**src/rtl/board_io_conditioner.sv**
```systemverilog
// board_io_conditioner: board-side conditioning between FPGA pins and the core.
// Sequences the core reset from the reset key and PLL lock, synchronises the
// slide switches and debounces the push-buttons with one-cycle press pulses.
// Optional feature macro: BOARD_IO_DEBOUNCE_EN (defined = counter-based key
// debouncers; undefined = keys only re-registered once after synchronisation).
module board_io_conditioner #(
    parameter int N_KEY        = 3,
    parameter int N_SW         = 10,
    parameter int DEBOUNCE_CYC = 250000,
    parameter int RST_HOLD_CYC = 16
) (
    input  logic              i_clk,
    input  logic              i_reset,
    input  logic              i_pll_locked,
    input  logic [N_KEY-1:0]  i_key,
    input  logic [N_SW-1:0]   i_sw,
    output logic              o_core_reset_n,
    output logic [31:0]       o_io_key,
    output logic [31:0]       o_io_sw,
    output logic [N_KEY-1:0]  o_key_press,
    output logic              o_ready
);

    localparam int HOLD_W = (RST_HOLD_CYC > 1) ? $clog2(RST_HOLD_CYC) : 1;
    localparam logic [HOLD_W-1:0] HOLD_LAST = HOLD_W'(RST_HOLD_CYC - 1);

    typedef enum logic {
        S_HOLD = 1'b0,
        S_RUN  = 1'b1
    } state_t;

    logic              lock_meta_q, lock_sync_q;
    logic [N_KEY-1:0]  key_meta_q, key_sync_q;
    logic [N_SW-1:0]   sw_meta_q, sw_sync_q;

    state_t            state_q, state_d;
    logic [HOLD_W-1:0] hold_cnt_q, hold_cnt_d;
    logic              core_reset_n_q, core_reset_n_d;
    logic              ready_q, ready_d;

    logic [N_KEY-1:0]  stable_q, stable_d;
    logic [N_KEY-1:0]  press_q, press_d;
    logic              run_steady;

    // Two-flop synchronisers; idle keys are high (released), lock starts lost
    always_ff @(posedge i_clk or negedge i_reset) begin
        if (!i_reset) begin
            lock_meta_q <= 1'b0;
            lock_sync_q <= 1'b0;
            key_meta_q  <= '1;
            key_sync_q  <= '1;
            sw_meta_q   <= '0;
            sw_sync_q   <= '0;
        end else begin
            lock_meta_q <= i_pll_locked;
            lock_sync_q <= lock_meta_q;
            key_meta_q  <= i_key;
            key_sync_q  <= key_meta_q;
            sw_meta_q   <= i_sw;
            sw_sync_q   <= sw_meta_q;
        end
    end

    // Reset sequencer next state: count stable lock in HOLD, fall back on lock loss
    always_comb begin
        state_d    = state_q;
        hold_cnt_d = hold_cnt_q;
        case (state_q)
            S_HOLD: begin
                if (!lock_sync_q) begin
                    hold_cnt_d = '0;
                end else if (hold_cnt_q == HOLD_LAST) begin
                    state_d    = S_RUN;
                    hold_cnt_d = '0;
                end else begin
                    hold_cnt_d = hold_cnt_q + 1'b1;
                end
            end
            S_RUN: begin
                if (!lock_sync_q) begin
                    state_d    = S_HOLD;
                    hold_cnt_d = '0;
                end
            end
            default: begin
                state_d    = S_HOLD;
                hold_cnt_d = '0;
            end
        endcase
        core_reset_n_d = (state_d == S_RUN);
        ready_d        = (state_d == S_RUN);
    end

    // Sequencer state and its registered outputs; async clear asserts core reset
    always_ff @(posedge i_clk or negedge i_reset) begin
        if (!i_reset) begin
            state_q        <= S_HOLD;
            hold_cnt_q     <= '0;
            core_reset_n_q <= 1'b0;
            ready_q        <= 1'b0;
        end else begin
            state_q        <= state_d;
            hold_cnt_q     <= hold_cnt_d;
            core_reset_n_q <= core_reset_n_d;
            ready_q        <= ready_d;
        end
    end

`ifdef BOARD_IO_DEBOUNCE_EN
    localparam int DEB_W = $clog2(DEBOUNCE_CYC);
    localparam logic [DEB_W-1:0] DEB_LAST = DEB_W'(DEBOUNCE_CYC - 1);

    logic [DEB_W-1:0] deb_cnt_q [N_KEY];
    logic [DEB_W-1:0] deb_cnt_d [N_KEY];

    // Accept a key change only after it has differed from the stable level long enough
    always_comb begin
        stable_d = stable_q;
        for (int i = 0; i < N_KEY; i++) begin
            deb_cnt_d[i] = '0;
            if (key_sync_q[i] != stable_q[i]) begin
                if (deb_cnt_q[i] == DEB_LAST) begin
                    stable_d[i] = key_sync_q[i];
                end else begin
                    deb_cnt_d[i] = deb_cnt_q[i] + 1'b1;
                end
            end
        end
    end

    // Debounce counters, cleared on reset
    always_ff @(posedge i_clk or negedge i_reset) begin
        if (!i_reset) begin
            for (int i = 0; i < N_KEY; i++) begin
                deb_cnt_q[i] <= '0;
            end
        end else begin
            for (int i = 0; i < N_KEY; i++) begin
                deb_cnt_q[i] <= deb_cnt_d[i];
            end
        end
    end
`else
    // Without debouncing the stable level is simply the synchronised key, one cycle later
    always_comb begin
        stable_d = key_sync_q;
    end
`endif

    // Press pulses fire on the stable falling edge, only while the core stays in RUN
    always_comb begin
        run_steady = (state_q == S_RUN) && (state_d == S_RUN);
        press_d    = stable_q & ~stable_d & {N_KEY{run_steady}};
    end

    // Stable key levels and press pulses
    always_ff @(posedge i_clk or negedge i_reset) begin
        if (!i_reset) begin
            stable_q <= '1;
            press_q  <= '0;
        end else begin
            stable_q <= stable_d;
            press_q  <= press_d;
        end
    end

    // Zero-extend the conditioned words to the core's 32-bit I/O registers
    always_comb begin
        o_io_key              = '0;
        o_io_key[N_KEY-1:0]   = stable_q;
        o_io_sw               = '0;
        o_io_sw[N_SW-1:0]     = sw_sync_q;
        o_core_reset_n        = core_reset_n_q;
        o_ready               = ready_q;
        o_key_press           = press_q;
    end

endmodule

```
**config.mk**
```make
export PLATFORM = sky130hd
export DESIGN_NAME = board_io_conditioner
export DESIGN_NICKNAME = d
export VERILOG_FILES = /design/src/rtl/board_io_conditioner.sv
export SDC_FILE = /design/constraint.sdc
export NUM_CORES = 1
export LEC_CHECK = 0
export BUFFER_PORTS_ARGS = -buffer_cell sky130_fd_sc_hd__buf_2
export CORE_MARGIN = 5
export CORE_UTILIZATION = 47
export DETAILED_ROUTE_END_ITERATION = 7
export PLACE_DENSITY = 0.93
export SYNTH_ARGS = -nofsm -noshare
export SYNTH_HDL_FRONTEND = slang
export SYNTH_SLANG_ARGS = --single-unit
```
**constraint.sdc**
```tcl
create_clock -name i_clk -period 2.5 [get_ports i_clk]
set_clock_uncertainty 0.15 [all_clocks]
set_input_delay 0 -clock i_clk [delete_from_list [all_inputs] [get_ports i_clk]]
set_output_delay 0 -clock i_clk [all_outputs]
set_load 0.05 [all_outputs]
```
After elaboration in Yosys (flattened, before gate mapping). Index checks and enable logic that the tools add are counted.

Register bits: 39. Word-level logic and storage cells: 26. Output and inout bits: 69. Input bits: 16.

Multiplexer cells: 8. Eq/ne operators: 2. $add $sub $neg: 1. Bitwise logic cells: 4. Reduce and logical (&&, ||, !) cells: 1.

Operator list (count): 4-bit two-way mux (3); 4-bit case mux with 2 select lines (1); 3-bit bitwise AND (2); 4-bit by 1-bit adder with 4-bit output (second input constant) (1); 4-bit equality test (second input constant) (1); 1-bit two-way mux (3); 3-bit NOT (1); 2-bit inequality test (second input constant) (1); 1-bit case mux with 2 select lines (1); 1-bit logical AND (1); 1-bit NOT (1).

Depth between registers and ports, before layout.
Depth after elaboration: 6. Depth in mapped cells: 4. Mapped depth without buffers: 4.

Worst setup path after synthesis. No wires, ideal clock.

Kind: register to register. Start: register, netlist name o_ready. End: register hold_cnt_q[3]. Stages on the path, launching flop included: 5. Data arrival time: 1170 ps. Path slack: 1054 ps. Setup time: 126 ps. Data required time: 2224 ps. Clock period less this slack: 1446 ps. Path buffers: 1. Path through: dfrtp_1 -> buf_6 -> inv_1 -> a41o_1 -> o311a_1.

RTL lines: end signal: assignment (line 103) `hold_cnt_q <= hold_cnt_d;`; end: declaration (line 37) `logic [HOLD_W-1:0] hold_cnt_q, hold_cnt_d;`.

Worst setup path after layout.
Start: register hold_cnt_q[0]. End: register hold_cnt_q[0].

Cells in the longest elaborated chain, start to end: 4. Elaborated cells between the ends (all ways): 5. Those cells by class: 1 x add/sub; 1 x eq/ne; 3 x mux.

Ends and longest elaborated chain: 4-bit by 1-bit adder with 4-bit output or 4-bit equality test (tied branches) (line 76, 72); 4-bit two-way mux * (line 72) `end else if (hold_cnt_q == HOLD_LAST) begin`; 4-bit two-way mux * (line 70) `if (!lock_sync_q) begin`; 4-bit case mux with 2 select lines * (line 68) `case (state_q)`.

Mark *: on every way between the ends. The rest lies on a longest branch, timed or not. A chain may end at the register's enable or synchronous reset.

==> impl_metrics.toml <==
[grt]
overflow = 0
antenna_found_initial = 0
grtUsageTotal_pct = 10.2
grt_max_degree = 40
grt_pass1_vias = 767
grt_pass1_wl_mm = 3.26

[layout]
final_nets = 182
fin_area_mm2 = 0.00178
drive_above_1_share_pct = 30.7
diodes = 0
syn2layout_area_growth_pct = 15.5
utilization_pct = 57.2

[floorplan]
rows = 20
io_pins = 85
initial_core_util_pct = 49.6
die-area_mm2 = 0.00452
die_width_um = 67.2
die_h_um = 67.2
core_mm2 = 0.00310

[synth]
yosys.area_share.simple_pct = 5.13
yosysWarnings = 0
synthMuxAreaShare_pct = 0.651
synth_seq_cells = 39
syn-cell-area_mm2 = 0.00154
yosys.area_share.adder_pct = 0.814
ys_seq_area_share_pct = 64.2
synth-compound-area-share_pct = 2.03
syn_area_per_cell_um2 = 13.6
synth_cells = 113
synth_xor_area_share_pct = 0.570
ys_types = 20
synth_top_family_by_area = "buffers and inverters"

[worst_setup_path]
crit_arrival_ns = 1.44
endpoint_kind = "flip-flop"
crit_slowest_cell = "dfrtp_1"
worstSetupPathType = "flip-flop to flip-flop"
rr_endpoint = "hold_cnt_q[0]$_DFFE_PN0P_"
timing.rr.start = "hold_cnt_q[0]$_DFFE_PN0P_"
worstPathMaxFanout = 5
cp_cell_sequence = "ha_1 -> a31oi_1 -> nand3b_1 -> nand2_1"
required_ns = 2.62
start_kind = "flip-flop"
r2r_cells = 4
cp_top_family = "flip-flops"
critPathBufInv = 0
r2r_slack_ns = 1.18
critPathMaxStageDelay_ns = 0.43

[routing]
first_pass_iters = 3
vias_per_cell = 3.60
routedWlPerCell_um = 10.2
drt_iter0_drc = 55
post-route-drc-count = 0
num_vias = 757
ant_nets = 0
routed_wl_mm = 2.15

[power]
clock_power_share_pct = 29.6
p_sw_mw = 0.434
sw_frac_of_total_pct = 32.2
p_leak_nw = 0.919
power.density_mw_per_mm2 = 759
p_seq_share_pct = 50.3
combPwrFrac_pct = 20.1
cell_internal_pwr_mw = 0.914
peakVddDrop_mv = 0.328

[clock_network]
cts_buffer_depth = 2
numCtsBuffers = 5
cts_tree = "done"
clock_latency_ns = 0.33
clock_sinks = 39
clkTransAtPathRegs_ns = 0.11
cts.htree.levels = 2
clock_tree.root_cell = "clkbuf_4"

[sta]
clock.fmax_mhz = 759
tns_ns = 0
period_share_pct = 52.7
setup_viol = 0
finalHoldViolCount = 0
worstMarginPinSlew_ns = 0.772
rsz0062_at_grt = "false"
max_slew_margin_pct = 48.6
slew_violations = 0
min_period_ns = 1.32

[status]
status = "finished clean"

[flow_run]
cap_viol_max_count = 0

[placement]
place_congestion = 0.676
dp_hpwl_mm = 1.61
dpl-instance-area_mm2 = 0.00154
io_buffers = 33

[hold_path]
min_path_type = "input port to asynchronous set/reset pin"
[registers in the layout (all words and copies together) (netlist names)]
| register | flops |
|---|---|
| sw_meta_q | 10 |
| lock_sync_q | 1 |
| key_meta_q | 3 |
| hold_cnt_q | 4 |
| lock_meta_q | 1 |
| o_ready | 1 |
| key_sync_q | 3 |
| o_key_press | 3 |
| sw_sync_q | 10 |
| stable_q | 3 |
[what timing repair did]
item                                   CTS  global route
hold buffers                            15             0
resized for setup                        0             0
endpoints found under the hold margin   44             0
setup buffers                            0             0
[how the worst max path moves through the flow]
stage                              startpoint                   endpoint  slack, ns  cells past startpoint
floorplan                   o_ready$_DFF_PN0_  hold_cnt_q[3]$_DFFE_PN0P_       1.05                      4
global placement    hold_cnt_q[0]$_DFFE_PN0P_  hold_cnt_q[0]$_DFFE_PN0P_       1.27                      4
detailed placement  hold_cnt_q[0]$_DFFE_PN0P_  hold_cnt_q[0]$_DFFE_PN0P_       1.21                      4
CTS                         o_ready$_DFF_PN0_                    o_ready       1.17                      1
global route                o_ready$_DFF_PN0_             o_core_reset_n       1.12                      1
finish              hold_cnt_q[0]$_DFFE_PN0P_  hold_cnt_q[0]$_DFFE_PN0P_       1.18                      4
[power by group through the flow]
stage / clock [mW] / sequential (mW) / combinational (mW)
after floorplan: 0 / 0.727 / 0.239
after global placement: 0 / 0.688 / 0.250
after detailed placement: 0 / 0.690 / 0.252
after CTS: 0.415 / 0.678 / 0.270
after global routing: 0.451 / 0.682 / 0.284
final: 0.399 / 0.678 / 0.271
[cell usage in the layout, fill, tap and decap left out, types with 2 or more instances in the layout]
cell type      synthesis  routed
dfrtp_1               30      30
nand2_1                3       3
nor2b_1                2       2
conb_1                 1      51
dfstp_2                9       9
dlygate4sd3_1          0      15
clkbuf_4               0       5
buf_2                  0      33
nor3b_1                3       3
[worst reg2reg max path: stages (launching register included)]
cell	delay, ns
dfrtp_1	0.43
ha_1	0.27
a31oi_1	0.25
nand3b_1	0.10
nand2_1	0.06
[through the flow]
| step | instances | setup WS, ns | hold WS [ns] | power, mW |
|---|---|---|---|---|
| after CTS | 210 | 1.17 | 0.134 | 1.36 |
| after global routing | 210 | 1.12 | 0.123 | 1.42 |
| after detailed placement | 187 | 1.21 | -0.0406 | 0.942 |
| after floorplan | 163 | 1.05 | -0.446 | 0.967 |
| after global placement | 187 | 1.27 | -0.0439 | 0.939 |
| final | 210 | 1.18 | 0.123 | 1.35 |
[cell usage after synthesis, drive strengths merged]
cell type / number / area [µm²]
nand2b: 1 / 13.8
dfrtp: 30 / 751
conb: 1 / 3.75
a41o: 1 / 10.0
inv: 1 / 3.75
nand3: 1 / 5.00
dfstp: 9 / 236
nand2: 3 / 11.3
a21oi: 1 / 5.00
xnor2: 1 / 8.76
nor2b: 2 / 12.5
buf: 53 / 402
a31oi: 1 / 6.26
and2: 1 / 6.26
o311a: 1 / 10.0
nand3b: 1 / 7.51
nor3b: 3 / 22.5
mux2i: 1 / 10.0
ha: 1 / 12.5
[per-layer routing]
metal	part of all wire, %	track usage, %	up-vias
li1	-	-	357
met1	33	10.4	350
met2	52	17.2	45
met3	12	3.99	5
met4	2.1	6.84	0
met5	0	0	-
[logic make-up (layout without fill, tap and decap cells)]
logic type / count (synthesis) / after routing
mux: 1 / 1
buf+inv: 54 / 57
fa+ha+maj: 1 / 1
simple gates: 12 / 12
compound gates: 4 / 4
other cells: 1 / 51
flops: 39 / 39
xor+xnor: 1 / 1
[layout make-up]
| type | count | area [µm²] |
|---|---|---|
| Clock buffer | 5 | 37.5 |
| Clock inverter | 3 | 43.8 |
| Fill cell | 279 | 1330 |
| Inverter | 1 | 3.75 |
| Multi-Input combinational cell | 70 | 333 |
| Sequential cell | 39 | 987 |
| Tap cell | 44 | 55.1 |
| Timing Repair Buffer | 48 | 315 |
No activity file was read; power rests on OpenSTA's default activity.
